`config.mk`:
```
export PLATFORM = sky130hd
export DESIGN_NAME = rv_pc_v3_flat
export DESIGN_NICKNAME = d
export VERILOG_FILES = /design/src/rtl/rv_pc_pkg.sv /design/src/rtl/rv_pc_v3_if.sv /design/src/rtl/rv_target_gen.sv /design/src/rtl/rv_pc_v3.sv /design/src/flat_wrapper.sv
export SDC_FILE = /design/constraint.sdc
export NUM_CORES = 1
export LEC_CHECK = 0
export BUFFER_PORTS_ARGS = -buffer_cell sky130_fd_sc_hd__buf_2
export CAP_MARGIN = 20
export CORE_ASPECT_RATIO = 1.25
export CORE_UTILIZATION = 45
export DETAILED_ROUTE_END_ITERATION = 10
export PLACE_DENSITY = 0.81
export SLEW_MARGIN = 20
export SYNTH_ARGS = -nofsm -noshare
export SYNTH_HDL_FRONTEND = slang
export SYNTH_SLANG_ARGS = --single-unit
```
`constraint.sdc`:
```
create_clock -name clk -period 2.95 [get_ports clk]
set_clock_uncertainty 0.1 [all_clocks]
set_input_delay 0.1475 -clock clk [delete_from_list [all_inputs] [get_ports clk]]
set_output_delay 0.1475 -clock clk [all_outputs]
set_load 0.02 [all_outputs]
```
`src/rtl/rv_pc_pkg.sv`:
```
// Shared types and immediate decoders for the rv_pc_v3 fetch PC unit.
package rv_pc_pkg;

  typedef enum logic [1:0] {
    JAL    = 2'd0,
    JALR   = 2'd1,
    BRANCH = 2'd2,
    NONE   = 2'd3
  } redirect_kind_e;

  typedef enum logic {
    RUN  = 1'b0,
    PEND = 1'b1
  } pc_state_e;

  // Decoders take instr[31:7]; the opcode bits carry no immediate content.
  // Results are signed, so callers sign-extend them to XLEN with a size cast.
  typedef logic signed [31:0] simm_t;

  function automatic simm_t imm_i(input logic [31:7] instr);
    return {{20{instr[31]}}, instr[31:20]};
  endfunction

  function automatic simm_t imm_b(input logic [31:7] instr);
    return {{19{instr[31]}}, instr[31], instr[7], instr[30:25], instr[11:8], 1'b0};
  endfunction

  function automatic simm_t imm_j(input logic [31:7] instr);
    return {{11{instr[31]}}, instr[31], instr[19:12], instr[20], instr[30:21], 1'b0};
  endfunction

endpackage

```
`src/rtl/rv_pc_v3_if.sv`:
```
// Execute/fetch-side bundle of the PC unit; clk and rst stay outside.
interface rv_pc_v3_if #(
  parameter int unsigned XLEN = 32
);
  logic            enable_i;
  logic            busy_i;
  logic            stall_i;
  logic            redirect_valid_i;
  logic [1:0]      redirect_kind_i;
  logic            branch_taken_i;
  logic [XLEN-1:0] execute_pc_i;
  logic [31:0]     instr_i;
  logic [XLEN-1:0] reg_s1_i;
  logic            trap_req_i;

  logic [XLEN-1:0] pc_o;
  logic [XLEN-1:0] return_addr_o;
  logic            flush_o;
  logic            pending_o;
  logic            misalign_exc_o;
  logic [XLEN-1:0] misalign_addr_o;
  logic            halt_o;

  modport master (
    output enable_i, busy_i, stall_i, redirect_valid_i, redirect_kind_i,
           branch_taken_i, execute_pc_i, instr_i, reg_s1_i, trap_req_i,
    input  pc_o, return_addr_o, flush_o, pending_o, misalign_exc_o,
           misalign_addr_o, halt_o
  );

  modport slave (
    input  enable_i, busy_i, stall_i, redirect_valid_i, redirect_kind_i,
           branch_taken_i, execute_pc_i, instr_i, reg_s1_i, trap_req_i,
    output pc_o, return_addr_o, flush_o, pending_o, misalign_exc_o,
           misalign_addr_o, halt_o
  );
endinterface

```
`src/rtl/rv_target_gen.sv`:
```
// Combinational control-transfer target, take decision and alignment check.
module rv_target_gen
  import rv_pc_pkg::*;
#(
  parameter int unsigned XLEN       = 32,
  parameter bit          COMPRESSED = 1'b0
) (
  input  logic           redirect_valid_i,
  input  redirect_kind_e redirect_kind_i,
  input  logic           branch_taken_i,
  input  logic [XLEN-1:0] execute_pc_i,
  input  logic [31:7]    instr_i,
  input  logic [XLEN-1:0] reg_s1_i,
  output logic [XLEN-1:0] target_o,
  output logic           take_o,
  output logic           mis_o
);

  localparam logic [XLEN-1:0] JALR_MASK = {{(XLEN-1){1'b1}}, 1'b0};

  logic [XLEN-1:0] immJ;
  logic [XLEN-1:0] immB;
  logic [XLEN-1:0] immI;

  assign immJ = XLEN'(imm_j(instr_i));
  assign immB = XLEN'(imm_b(instr_i));
  assign immI = XLEN'(imm_i(instr_i));

  always_comb begin
    target_o = '0;
    take_o   = 1'b0;
    case (redirect_kind_i)
      JAL: begin
        target_o = execute_pc_i + immJ;
        take_o   = redirect_valid_i;
      end
      JALR: begin
        target_o = (reg_s1_i + immI) & JALR_MASK;
        take_o   = redirect_valid_i;
      end
      BRANCH: begin
        target_o = execute_pc_i + immB;
        take_o   = redirect_valid_i & branch_taken_i;
      end
      default: ;
    endcase
  end

  // Compressed mode only needs halfword alignment; otherwise word alignment.
  assign mis_o = take_o & (COMPRESSED ? target_o[0] : (target_o[1:0] != 2'b00));

endmodule

```
`src/rtl/rv_pc_v3.sv`:
```
// Fetch PC unit: sequential stepping, redirects, deferred redirects while
// fetch cannot advance, trap/misalign vectoring and IF/ID flush.
module rv_pc_v3
  import rv_pc_pkg::*;
#(
  parameter int unsigned     XLEN         = 32,
  parameter logic [XLEN-1:0] RESET_VECTOR = '0,
  parameter logic [XLEN-1:0] TRAP_VECTOR  = XLEN'(32'h0000_0100),
  parameter bit              COMPRESSED   = 1'b0
) (
  input logic       clk,
  input logic       rst,
  rv_pc_v3_if.slave bus
);

  logic [XLEN-1:0] target;
  logic            take;
  logic            mis;
  logic            advance;
  logic            evt;
  logic            misReport;
  logic [XLEN-1:0] effTarget_d;

  pc_state_e       state_q;
  logic [XLEN-1:0] pc_q;
  logic [XLEN-1:0] pendPc_q;
  logic            flush_q;
  logic            misExc_q;
  logic [XLEN-1:0] misAddr_q;

  rv_target_gen #(
    .XLEN       (XLEN),
    .COMPRESSED (COMPRESSED)
  ) u_target_gen (
    .redirect_valid_i (bus.redirect_valid_i),
    .redirect_kind_i  (redirect_kind_e'(bus.redirect_kind_i)),
    .branch_taken_i   (bus.branch_taken_i),
    .execute_pc_i     (bus.execute_pc_i),
    .instr_i          (bus.instr_i[31:7]),
    .reg_s1_i         (bus.reg_s1_i),
    .target_o         (target),
    .take_o           (take),
    .mis_o            (mis)
  );

  assign advance     = bus.enable_i & ~bus.busy_i & ~bus.stall_i;
  assign evt         = bus.trap_req_i | take;
  assign misReport   = mis & ~bus.trap_req_i;
  assign effTarget_d = (bus.trap_req_i | mis) ? TRAP_VECTOR : target;

  // In PEND a fresh event supersedes the captured target; if fetch can also
  // advance that cycle the fresh target goes straight to the PC.
  always_ff @(posedge clk or posedge rst) begin
    if (rst) begin
      state_q   <= RUN;
      pc_q      <= RESET_VECTOR;
      pendPc_q  <= '0;
      flush_q   <= 1'b0;
      misExc_q  <= 1'b0;
      misAddr_q <= '0;
    end else begin
      flush_q  <= evt;
      misExc_q <= misReport;
      if (misReport) begin
        misAddr_q <= target;
      end
      case (state_q)
        RUN: begin
          if (evt && advance) begin
            pc_q <= effTarget_d;
          end else if (evt) begin
            pendPc_q <= effTarget_d;
            state_q  <= PEND;
          end else if (advance) begin
            pc_q <= pc_q + XLEN'(4);
          end
        end
        PEND: begin
          if (evt && advance) begin
            pc_q    <= effTarget_d;
            state_q <= RUN;
          end else if (evt) begin
            pendPc_q <= effTarget_d;
          end else if (advance) begin
            pc_q    <= pendPc_q;
            state_q <= RUN;
          end
        end
        default: state_q <= RUN;
      endcase
    end
  end

  assign bus.pc_o            = pc_q;
  assign bus.return_addr_o   = bus.execute_pc_i + XLEN'(4);
  assign bus.flush_o         = flush_q;
  assign bus.pending_o       = (state_q == PEND);
  assign bus.misalign_exc_o  = misExc_q;
  assign bus.misalign_addr_o = misAddr_q;
  assign bus.halt_o          = ~bus.enable_i;

endmodule

```
`src/flat_wrapper.sv`:
```
// flat-port wrapper written by rule: the top's interface ports become plain ports
module rv_pc_v3_flat import rv_pc_pkg::*;
#(
  parameter int unsigned     XLEN         = 32,
  parameter logic [XLEN-1:0] RESET_VECTOR = '0,
  parameter logic [XLEN-1:0] TRAP_VECTOR  = XLEN'(32'h0000_0100),
  parameter bit              COMPRESSED   = 1'b0
)
  (clk, rst, bus_enable_i, bus_busy_i, bus_stall_i, bus_redirect_valid_i, bus_redirect_kind_i, bus_branch_taken_i, bus_execute_pc_i, bus_instr_i, bus_reg_s1_i, bus_trap_req_i, bus_pc_o, bus_return_addr_o, bus_flush_o, bus_pending_o, bus_misalign_exc_o, bus_misalign_addr_o, bus_halt_o);
  rv_pc_v3_if #(.XLEN(XLEN)) bus_i ();
  input logic clk;
  input logic rst;
  input wire logic [$bits(bus_i.enable_i)-1:0] bus_enable_i;
  input wire logic [$bits(bus_i.busy_i)-1:0] bus_busy_i;
  input wire logic [$bits(bus_i.stall_i)-1:0] bus_stall_i;
  input wire logic [$bits(bus_i.redirect_valid_i)-1:0] bus_redirect_valid_i;
  input wire logic [$bits(bus_i.redirect_kind_i)-1:0] bus_redirect_kind_i;
  input wire logic [$bits(bus_i.branch_taken_i)-1:0] bus_branch_taken_i;
  input wire logic [$bits(bus_i.execute_pc_i)-1:0] bus_execute_pc_i;
  input wire logic [$bits(bus_i.instr_i)-1:0] bus_instr_i;
  input wire logic [$bits(bus_i.reg_s1_i)-1:0] bus_reg_s1_i;
  input wire logic [$bits(bus_i.trap_req_i)-1:0] bus_trap_req_i;
  output wire logic [$bits(bus_i.pc_o)-1:0] bus_pc_o;
  output wire logic [$bits(bus_i.return_addr_o)-1:0] bus_return_addr_o;
  output wire logic [$bits(bus_i.flush_o)-1:0] bus_flush_o;
  output wire logic [$bits(bus_i.pending_o)-1:0] bus_pending_o;
  output wire logic [$bits(bus_i.misalign_exc_o)-1:0] bus_misalign_exc_o;
  output wire logic [$bits(bus_i.misalign_addr_o)-1:0] bus_misalign_addr_o;
  output wire logic [$bits(bus_i.halt_o)-1:0] bus_halt_o;
  assign bus_i.enable_i = bus_enable_i;
  assign bus_i.busy_i = bus_busy_i;
  assign bus_i.stall_i = bus_stall_i;
  assign bus_i.redirect_valid_i = bus_redirect_valid_i;
  assign bus_i.redirect_kind_i = bus_redirect_kind_i;
  assign bus_i.branch_taken_i = bus_branch_taken_i;
  assign bus_i.execute_pc_i = bus_execute_pc_i;
  assign bus_i.instr_i = bus_instr_i;
  assign bus_i.reg_s1_i = bus_reg_s1_i;
  assign bus_i.trap_req_i = bus_trap_req_i;
  assign bus_pc_o = bus_i.pc_o;
  assign bus_return_addr_o = bus_i.return_addr_o;
  assign bus_flush_o = bus_i.flush_o;
  assign bus_pending_o = bus_i.pending_o;
  assign bus_misalign_exc_o = bus_i.misalign_exc_o;
  assign bus_misalign_addr_o = bus_i.misalign_addr_o;
  assign bus_halt_o = bus_i.halt_o;
  rv_pc_v3 #(.XLEN(XLEN), .RESET_VECTOR(RESET_VECTOR), .TRAP_VECTOR(TRAP_VECTOR), .COMPRESSED(COMPRESSED)) u_core (.clk(clk), .rst(rst), .bus(bus_i));
endmodule
```
# After elaboration in Yosys (flattened, before gate mapping)
# Cells that the tools add are included.
dict set report totals {
  ff_bits 99
  latch_bits 0
  mem_bits_rw 0
  mem_bits_ro 0
  in_bits 106
  output_inout_bits 100
  wordCells 54
  mem_count 0
}
dict set report op_classes {
  add_sub_neg 5
  multipliers 0
  div 0
  n_lt_le_gt_ge 0
  eq_ne 6
  shift 0
  mux 18
  bitwise_logic 13
  reduce_logical 6
}
# op count
set ops {}
lappend ops {{$mux W32} 9}
lappend ops {{$add A32 B32 Y32} 3}
lappend ops {{$pmux W32 S3} 1}
lappend ops {{$add A32 B3 Y32 const B} 2}
lappend ops {{$pmux W32 S2} 1}
lappend ops {{$ne A3 B3 Y1 const B} 2}
lappend ops {{$not A1 Y1} 6}
lappend ops {{$and A1 B1 Y1} 5}
lappend ops {{$mux W1} 5}
lappend ops {{$pmux W1 S2} 2}
lappend ops {{$reduce_and A4 Y1} 1}
lappend ops {{$ne A3 B1 Y1 const B} 1}
lappend ops {{$ne A3 B2 Y1 const B} 1}
lappend ops {{$eq A2 B1 Y1 const B} 1}
lappend ops {{$eq A2 B2 Y1 const B} 1}
lappend ops {{$logic_not A2 Y1} 1}
lappend ops {{$or A1 B1 Y1} 2}
lappend ops {{$reduce_and A2 Y1} 1}
lappend ops {{$reduce_bool A2 Y1} 1}
lappend ops {{$reduce_or A2 Y1} 1}
lappend ops {{$logic_and A1 B1 Y1} 1}

# Longest topological paths before layout
# Gate-level depths: netlist of run 1.
dict set report depth {
  ltp_word 8
  ltp_mapped 17
  depth_no_buf 14
}

# Modules after synthesis
# A second synthesis of run 1 with hierarchy kept.
dict set report unflattened {
  hier_cells 1128
  hier_area_um2 9115.0
}
# module instances cells_each area_per_inst_um2 seq_area_each_um2
set by_module_without_submodules {}
lappend by_module_without_submodules {rv_pc_v3 1 608 5464.0 2477.4}
lappend by_module_without_submodules {rv_target_gen 1 520 3651.0 0.0}

# Least setup slack after synthesis of run 1
# No wires, ideal clock.
dict set report synth_timing {
  path_kind {input -> register}
  startpoint {in bus_redirect_kind_i[0]}
  endpoint {reg u_core.misAddr_q[25], in the netlist u_core.bus.misalign_addr_o[25]}
  setup_ps 125
  arrival_time_ps 3735
  required_ps 2725
  slack_ps -1011
  stages 15
  n_path_buf 2
  cell_sequence {clkbuf_1 > inv_2 > nand2_1 > buf_1 > mux2_2 > ha_1 > fa_1 > a21o_1 > a221oi_2 > o211ai_2 > a21boi_2 > nor4_1 > or4_1 > a32o_1 > mux2_4}
}
dict set report synth_between {
  elab_chain_len 5
  elab_cells_between_ends 9
  cone_classes {eq/ne (2); mux (2); bitwise (2); reduce/logical (3)}
}
# element line
set synth_rtl {}
lappend synth_rtl {{from (decl)} flat_wrapper.sv:17} ;# input wire logic [$bits(bus_i.redirect_kind_i)-1:0] bus_redirect_kind_i;
lappend synth_rtl {{$eq A2 B2 Y1 (tied with other cells)} rv_target_gen.sv:32} ;# case (redirect_kind_i)
lappend synth_rtl {{$pmux W32 S3 / $reduce_or A2 Y1 (equally long branches)} --}
lappend synth_rtl {{$reduce_bool A2 Y1 / $pmux W1 S2 (equally long branches)} {rv_target_gen.sv:50, rv_target_gen.sv:32}}
lappend synth_rtl {{$and A1 B1 Y1} rv_target_gen.sv:50} ;# assign mis_o = take_o & (COMPRESSED ? target_o[0] : (target_o[1:0] != 2'b00));
lappend synth_rtl {{$and A1 B1 Y1} rv_pc_v3.sv:48} ;# assign misReport = mis & ~bus.trap_req_i;
lappend synth_rtl {{to (signal assigned)} rv_pc_v3.sv:65} ;# misAddr_q <= target;
lappend synth_rtl {{to (decl)} rv_pc_v3.sv:29} ;# logic [XLEN-1:0] misAddr_q;
# Parallel ways exist; a longest one is shown, timed or not.
# A chain may end at the register's enable or synchronous reset.

# Final worst setup path of run 1
# Ends and elaborated chain as after synthesis.

==> results.py, run 1 <==
metrics = {
    "setup_path": {
        "cp.arrival_ps": 3140,
        "r2r_setup_slack_ps": 170,
        "path_cells": "buf_8 > inv_8 > nand2_8 > mux2_4 > ha_4 > fa_2 > a21o_1 > a221oi_4 > o211ai_2 > a21boi_2 > nor4_2 > or4_1 > a32o_2 > mux2_4",
        "r2r_end": "u_core.bus.pc_o[30]",
        "worstPathRequired_ps": 3090,
        "crit_slowest_cell": "or4_1",
        "start_kind": "input pin",
        "setup.worst_path.end": "u_core.bus.misalign_addr_o[25]",
        "cp-startpoint": "bus_redirect_kind_i[0]",
        "ff2ff_path_depth": 10,
        "r2r_start": "u_core.bus.pc_o[2]",
        "cp-end-kind": "flop",
        "max_stage_delay_ps": 470,
        "path_class": "input pin to flop",
        "crit_top_cell": "mux2_4",
        "critPathMaxFanout": 7,
    },
    "grt": {
        "grt_pass1_vias": 9269,
        "overflow": 0,
        "grt_start_max_net_pins": 61,
        "grt_usage_pct": 28.8,
        "antenna_found_initial": 0,
        "grt_pass1_wl_mm": 45.9,
    },
    "synthesis": {
        "syn_nets": 1243,
        "synthArstFlopShare_pct": 100,
        "ys_types": 68,
        "syn_inst": 1070,
        "synthFlopType": "dfrtp_1",
        "ys_seq_area_share_pct": 28.4,
        "ys_warn_count": 0,
        "synth_edf_count": 0,
        "netlist_area_um2": 8720,
        "syn_area_per_cell_um2": 8.15,
        "ys_ff_latch": 99,
    },
    "placed_design": {
        "place.gp.congestion": 0.949,
        "io_buffers": 198,
        "dp_hpwl_mm": 22.8,
        "dp_slack_ps": -608,
        "post_dp_cell_area_um2": 11000,
    },
    "clock_network": {
        "numCtsBuffers": 9,
        "cts_tree": "built",
        "clockRootBuffer": "clkbuf_16",
        "clk_latency_ps": 350,
        "clk_pin_slew_ps": 70,
        "cts_max_level": 3,
        "clk_path_buf_depth": 2,
        "cts_num_sinks": 99,
    },
    "final_layout": {
        "antenna_cells": 0,
        "fin_nets": 1561,
        "synthToLayoutAreaGrowth_pct": 32.5,
        "drive_gt1_share_pct": 31.3,
        "design_area_um2": 11500,
    },
    "outcome": {
        "failed_checks": "setup timing",
        "run_status": "finished with violations",
    },
    "power_and_ir_drop": {
        "p_leak_uw": 0.00547,
        "peakVddDrop_v": 0.000338,
        "power_density_nw_per_um2": 505,
    },
    "route": {
        "finalWirelength_mm": 28.8,
        "wl_per_cell_um": 17.7,
        "drcViolationCount": 0,
        "num_vias": 9603,
        "ant_nets": 0,
        "first_iter_violations": 985,
        "via_per_inst": 5.91,
        "drt_first_pass_iters": 6,
    },
    "floorplan": {
        "num_rows": 56,
        "coreArea_um2": 18800,
        "die_area_um2": 19900,
        "die_w_um": 126,
        "io_pins": 206,
        "fp.dieH_um": 158,
        "start_util_pct": 46.2,
    },
    "hold_path": {
        "holdPathStages": 3,
        "hold_class": "input pin to flop",
    },
    "sta": {
        "rsz0062_at_grt": "yes",
        "finalSetupViolations": 1,
        "post-route-period-util_pct": 102,
        "fmax_ghz": 0.333,
        "worst_slew_pin_slew_ps": 635,
        "fin_ws_ps": -50.1,
        "slew_headroom_pct": 57.5,
        "slew_violations": 0,
        "finalCriticalPeriod_ps": 3000,
        "hold_viol_final": 0,
    },
    "flow_run": {
        "cap_viol_max_count": 0,
    },
}
[through the flow]
step / total power, µW / instances / hold slack, ps / TNS, ps / util (%)
2_1_floorplan: 3370 / 1070 / 194 / -4920 / -
3_3_place_gp: 4340 / 1600 / 158 / -14680 / 58.3
3_5_place_dp: 4410 / 1600 / 166 / -18240 / 58.3
4_1_cts: 5760 / 1618 / 95.1 / -27.1 / 60.5
5_1_grt: 6140 / 1624 / 138 / -1300 / 61.3
6_report: 5830 / 1624 / 107 / -50.1 / 61.3
[layout make-up]
class | instances | area [µm²]
Tap cell | 232 | 290
Inverter | 24 | 100
Clock inverter | 6 | 114
Fill cell | 1630 | 7300
Multi-Input combinational cell | 899 | 6150
Sequential cell | 99 | 2480
Timing Repair Buffer | 355 | 2190
Clock buffer | 9 | 225
[power breakdown]
group / internal (µW) / total, µW / switching (µW) / leakage, µW
registers: 1640 / 1900 / 256 / 0.00128
clock network: 827 / 1350 / 524 / 0.000158
logic: 1110 / 2580 / 1470 / 0.00403
[repair_timing]
action	CTS	global route
setup endpoints to repair	24	30
setup buffers	2	8
hold endpoints to repair	46	0
hold buffers	1	0
pin swaps	8	12
resized for setup	9	20
[Yosys cell counts (all sizes together), types with 11 or more instances]
cell      n  area share (%)
and3     19             1.4
nor2     75             3.2
a22o     12             1.2
nand2   126             5.4
mux2     24             3.1
xnor2    61             6.1
nand4    16             1.1
ha       65             9.3
o22ai    13            0.93
nand3    47             2.7
inv      23            0.99
a221o    11             1.3
clkbuf   39             1.7
nor2b    15             1.1
o21bai   11            0.95
o221ai   11             1.1
o21ai    79             4.5
a21o     27             2.3
nor3     27             1.6
a22oi    19             1.6
dfrtp    99              28
a31oi    19             1.4
a21oi    92             5.4
xor2     31             3.1
[critical path, delay by kind of cell]
kind	cells	cell delay, ps
and+or+nand+nor	3	610
muxes	2	580
buffers and inverters	2	160
AOI/OAI and AO/OA	5	1130
adders and majority gates	2	500
[placed cells by master (no fill, tap or decap), drive strengths merged, types with 15 or more instances in the layout]
cell type | netlist | layout
mux2 | 24 | 24
inv | 23 | 24
nor2 | 75 | 75
a21oi | 92 | 92
nand4 | 16 | 16
ha | 65 | 65
nor2b | 15 | 15
and3 | 19 | 19
buf | 9 | 354
dfrtp | 99 | 99
a22oi | 19 | 19
nand2 | 126 | 126
o21ai | 79 | 79
nand3 | 47 | 47
xnor2 | 61 | 61
nor3 | 27 | 27
a21o | 27 | 27
xor2 | 31 | 31
a31oi | 19 | 19
[cells by family (layout without fill, tap and decap cells)]
family | count (synthesis) | count (layout) | share of synthesized area [%]
and+or+nand+nor | 359 | 359 | 19.2
xor gates and xnor gates | 92 | 92 | 9.24
adders and majority gates | 67 | 67 | 9.79
AOI/OAI and AO/OA | 351 | 351 | 26.3
buffers and inverters | 72 | 394 | 3.22
DFF | 99 | 99 | 28.4
muxes | 30 | 30 | 3.83
[flip-flops by register name, indices dropped and copies added (netlist names)]
name,count
u_core.bus.misalign_addr_o,32
u_core.bus.pc_o,32
u_core.pendPc_q,32
u_core.bus.flush_o,1
u_core.bus.misalign_exc_o,1
u_core.bus.pending_o,1
[metal layers]
metal | global-route usage (%) | part of all wire (%) | vias to the layer above
li1 | - | - | 4596
met1 | 34.9 | 40 | 4524
met2 | 51.9 | 50 | 404
met3 | 3.01 | 5.7 | 79
met4 | 12.5 | 3.9 | 0
met5 | 0 | 0 | -
[how the worst min path moves through the flow]
stage / from / endpoint / slack [ps]
floorplan: bus_execute_pc_i[0] / u_core.bus.misalign_addr_o[0] / 190
global placement: rst / u_core.bus.pc_o[10] / 160
detailed placement: rst / u_core.bus.misalign_addr_o[0] / 170
CTS: bus_execute_pc_i[0] / u_core.bus.misalign_addr_o[0] / 100
global route: bus_execute_pc_i[0] / u_core.bus.misalign_addr_o[0] / 140
finish: bus_execute_pc_i[0] / u_core.bus.misalign_addr_o[0] / 110
No activity file was read; power rests on OpenSTA's default activity.
==> run 2: changes to the inputs <==
PLACE_DENSITY = 0.71   (was 0.81)
==> results.py, run 2 (synthesized netlist as in run 1, its figures left out) <==
metrics = {
    "power_and_ir_drop": {
        "p_leak_uw": 0.00540,
        "power_uw": 5580,
        "power_density_nw_per_um2": 489,
        "peakVddDrop_v": 0.000289,
    },
    "final_layout": {
        "register_area_um2": 2480,
        "design_area_um2": 11400,
        "multiInputGateArea_um2": 6120,
        "layout_commonest_cell": "buf_2",
        "fin_cells": 1616,
        "antenna_cells": 0,
        "fin_nets": 1552,
        "drive_gt1_share_pct": 30.4,
        "fillers": 1714,
        "synthToLayoutAreaGrowth_pct": 30.9,
        "layout_common_cells": "buf_2 (196), buf_4 (146), nand2_1 (125)",
    },
    "sta": {
        "finalSetupViolations": 1,
        "slew_headroom_pct": 53.2,
        "finalCriticalPeriod_ps": 2980,
        "rsz0062_at_grt": "yes",
        "hold_viol_final": 0,
        "fmax_ghz": 0.336,
        "slew_violations": 0,
        "hold-worst-slack_ps": 120,
        "fin_ws_ps": -25.0,
        "worst_slew_pin_slew_ps": 702,
        "post-route-period-util_pct": 101,
    },
    "clock_network": {
        "clockRootBuffer": "clkbuf_16",
        "cts_tree": "built",
        "clk_path_buf_depth": 2,
        "clk_pin_slew_ps": 70,
        "clk_latency_ps": 350,
        "cts_max_level": 3,
        "numCtsBuffers": 9,
        "cts_num_sinks": 99,
    },
    "route": {
        "first_iter_violations": 641,
        "num_vias": 9386,
        "drt_first_pass_iters": 5,
        "via_per_inst": 5.81,
        "drcViolationCount": 0,
        "ant_nets": 0,
        "finalWirelength_mm": 28.0,
        "wl_per_cell_um": 17.3,
    },
    "setup_path": {
        "path_class": "input pin to flop",
        "cp-end-kind": "flop",
        "critPathMaxFanout": 4,
        "cp.arrival_ps": 3110,
        "start_kind": "input pin",
        "worstPathRequired_ps": 3080,
    },
    "grt": {
        "grt_pass1_vias": 9169,
        "antenna_found_initial": 0,
        "grt_pass1_wl_mm": 45.5,
        "grt_usage_pct": 28.5,
        "grt_start_max_net_pins": 100,
        "overflow": 0,
    },
    "flow_run": {
        "cap_viol_max_count": 0,
    },
    "floorplan": {
        "start_util_pct": 46.2,
        "num_rows": 56,
        "coreArea_um2": 18800,
        "die_area_um2": 19900,
        "fp.dieH_um": 158,
        "die_w_um": 126,
        "io_pins": 206,
    },
    "outcome": {
        "run_status": "finished with violations",
        "failed_checks": "setup timing",
    },
    "hold_path": {
        "hold_class": "input pin to flop",
    },
    "placed_design": {
        "io_buffers": 198,
        "dp_hpwl_mm": 22.4,
        "post_dp_cell_area_um2": 11000,
        "dp.cells": 1598,
        "place.gp.congestion": 0.905,
    },
}
==> run 2: routing by layer <==
metal | track usage [%] | vias up | wire length, µm
li1 | - | 4572 | -
met1 | 34.9 | 4442 | 12000
met2 | 51.8 | 319 | 13900
met3 | 2.91 | 53 | 1270
met4 | 10.5 | 0 | 807
met5 | 0 | - | 0
==> run 2: path summary, 6_finish.rpt <==
kind                                   startpoint  slack [ps]  cells after the start                        endpoint
max                        bus_redirect_kind_i[0]         -30                     14  u_core.bus.misalign_addr_o[25]
min                           bus_execute_pc_i[0]         120                      3   u_core.bus.misalign_addr_o[0]
max reg2reg                    u_core.bus.pc_o[3]         190                     10             u_core.bus.pc_o[30]
min reg2reg                    u_core.pendPc_q[9]         390                      2              u_core.pendPc_q[9]
max in group asynchronous                     rst        1940                      4             u_core.pendPc_q[19]
min in group asynchronous                     rst         320                      4              u_core.bus.pc_o[6]
==> run 2: stage by stage <==
step	TNS, ps	worst slack [ps]	utilization, %
after detailed placement	-19020	-568	58.3
after floorplan	-4920	-529	-
final	-25.0	-25.0	60.5
after global placement	-16300	-528	58.3
after global routing	-220	-79.5	60.5
after CTS	-42.5	-42.5	60.1
==> run 2: critical path, stage by stage <==
cell and delay, ps:
buf_8 110, inv_8 50, nand2_8 50, mux2_4 310
ha_4 160, fa_2 340, a21o_1 200, a221oi_4 260
o211ai_2 150, a21boi_2 210, nor4_2 70, or4_1 490
a32o_2 300, mux2_4 260
==> run 2: area by class of cell <==
class | count | share of cell area, %
Multi-Input combinational cell | 899 | 53.7
Sequential cell | 99 | 21.7
Timing Repair Buffer | 346 | 18.7
Tap cell | 232 | 2.54
Clock buffer | 9 | 1.97
Inverter | 24 | 0.877
Clock inverter | 7 | 0.537
==> run 2: report_power, final <==
| part | leakage, µW | switching, µW | internal (µW) |
|---|---|---|---|
| logic | 0.00398 | 1450 | 1100 |
| clock network | 0.000140 | 553 | 588 |
| registers | 0.00128 | 245 | 1640 |
==> run 2: repair_timing <==
| action | 4_1_cts | 5_1_grt |
|---|---|---|
| hold endpoints to repair | 99 | 0 |
| endpoints found under the setup margin | 22 | 26 |
| gates resized for setup | 8 | 15 |
| pin swaps | 5 | 5 |
| setup buffers | 1 | 0 |
| hold buffers | 1 | 0 |
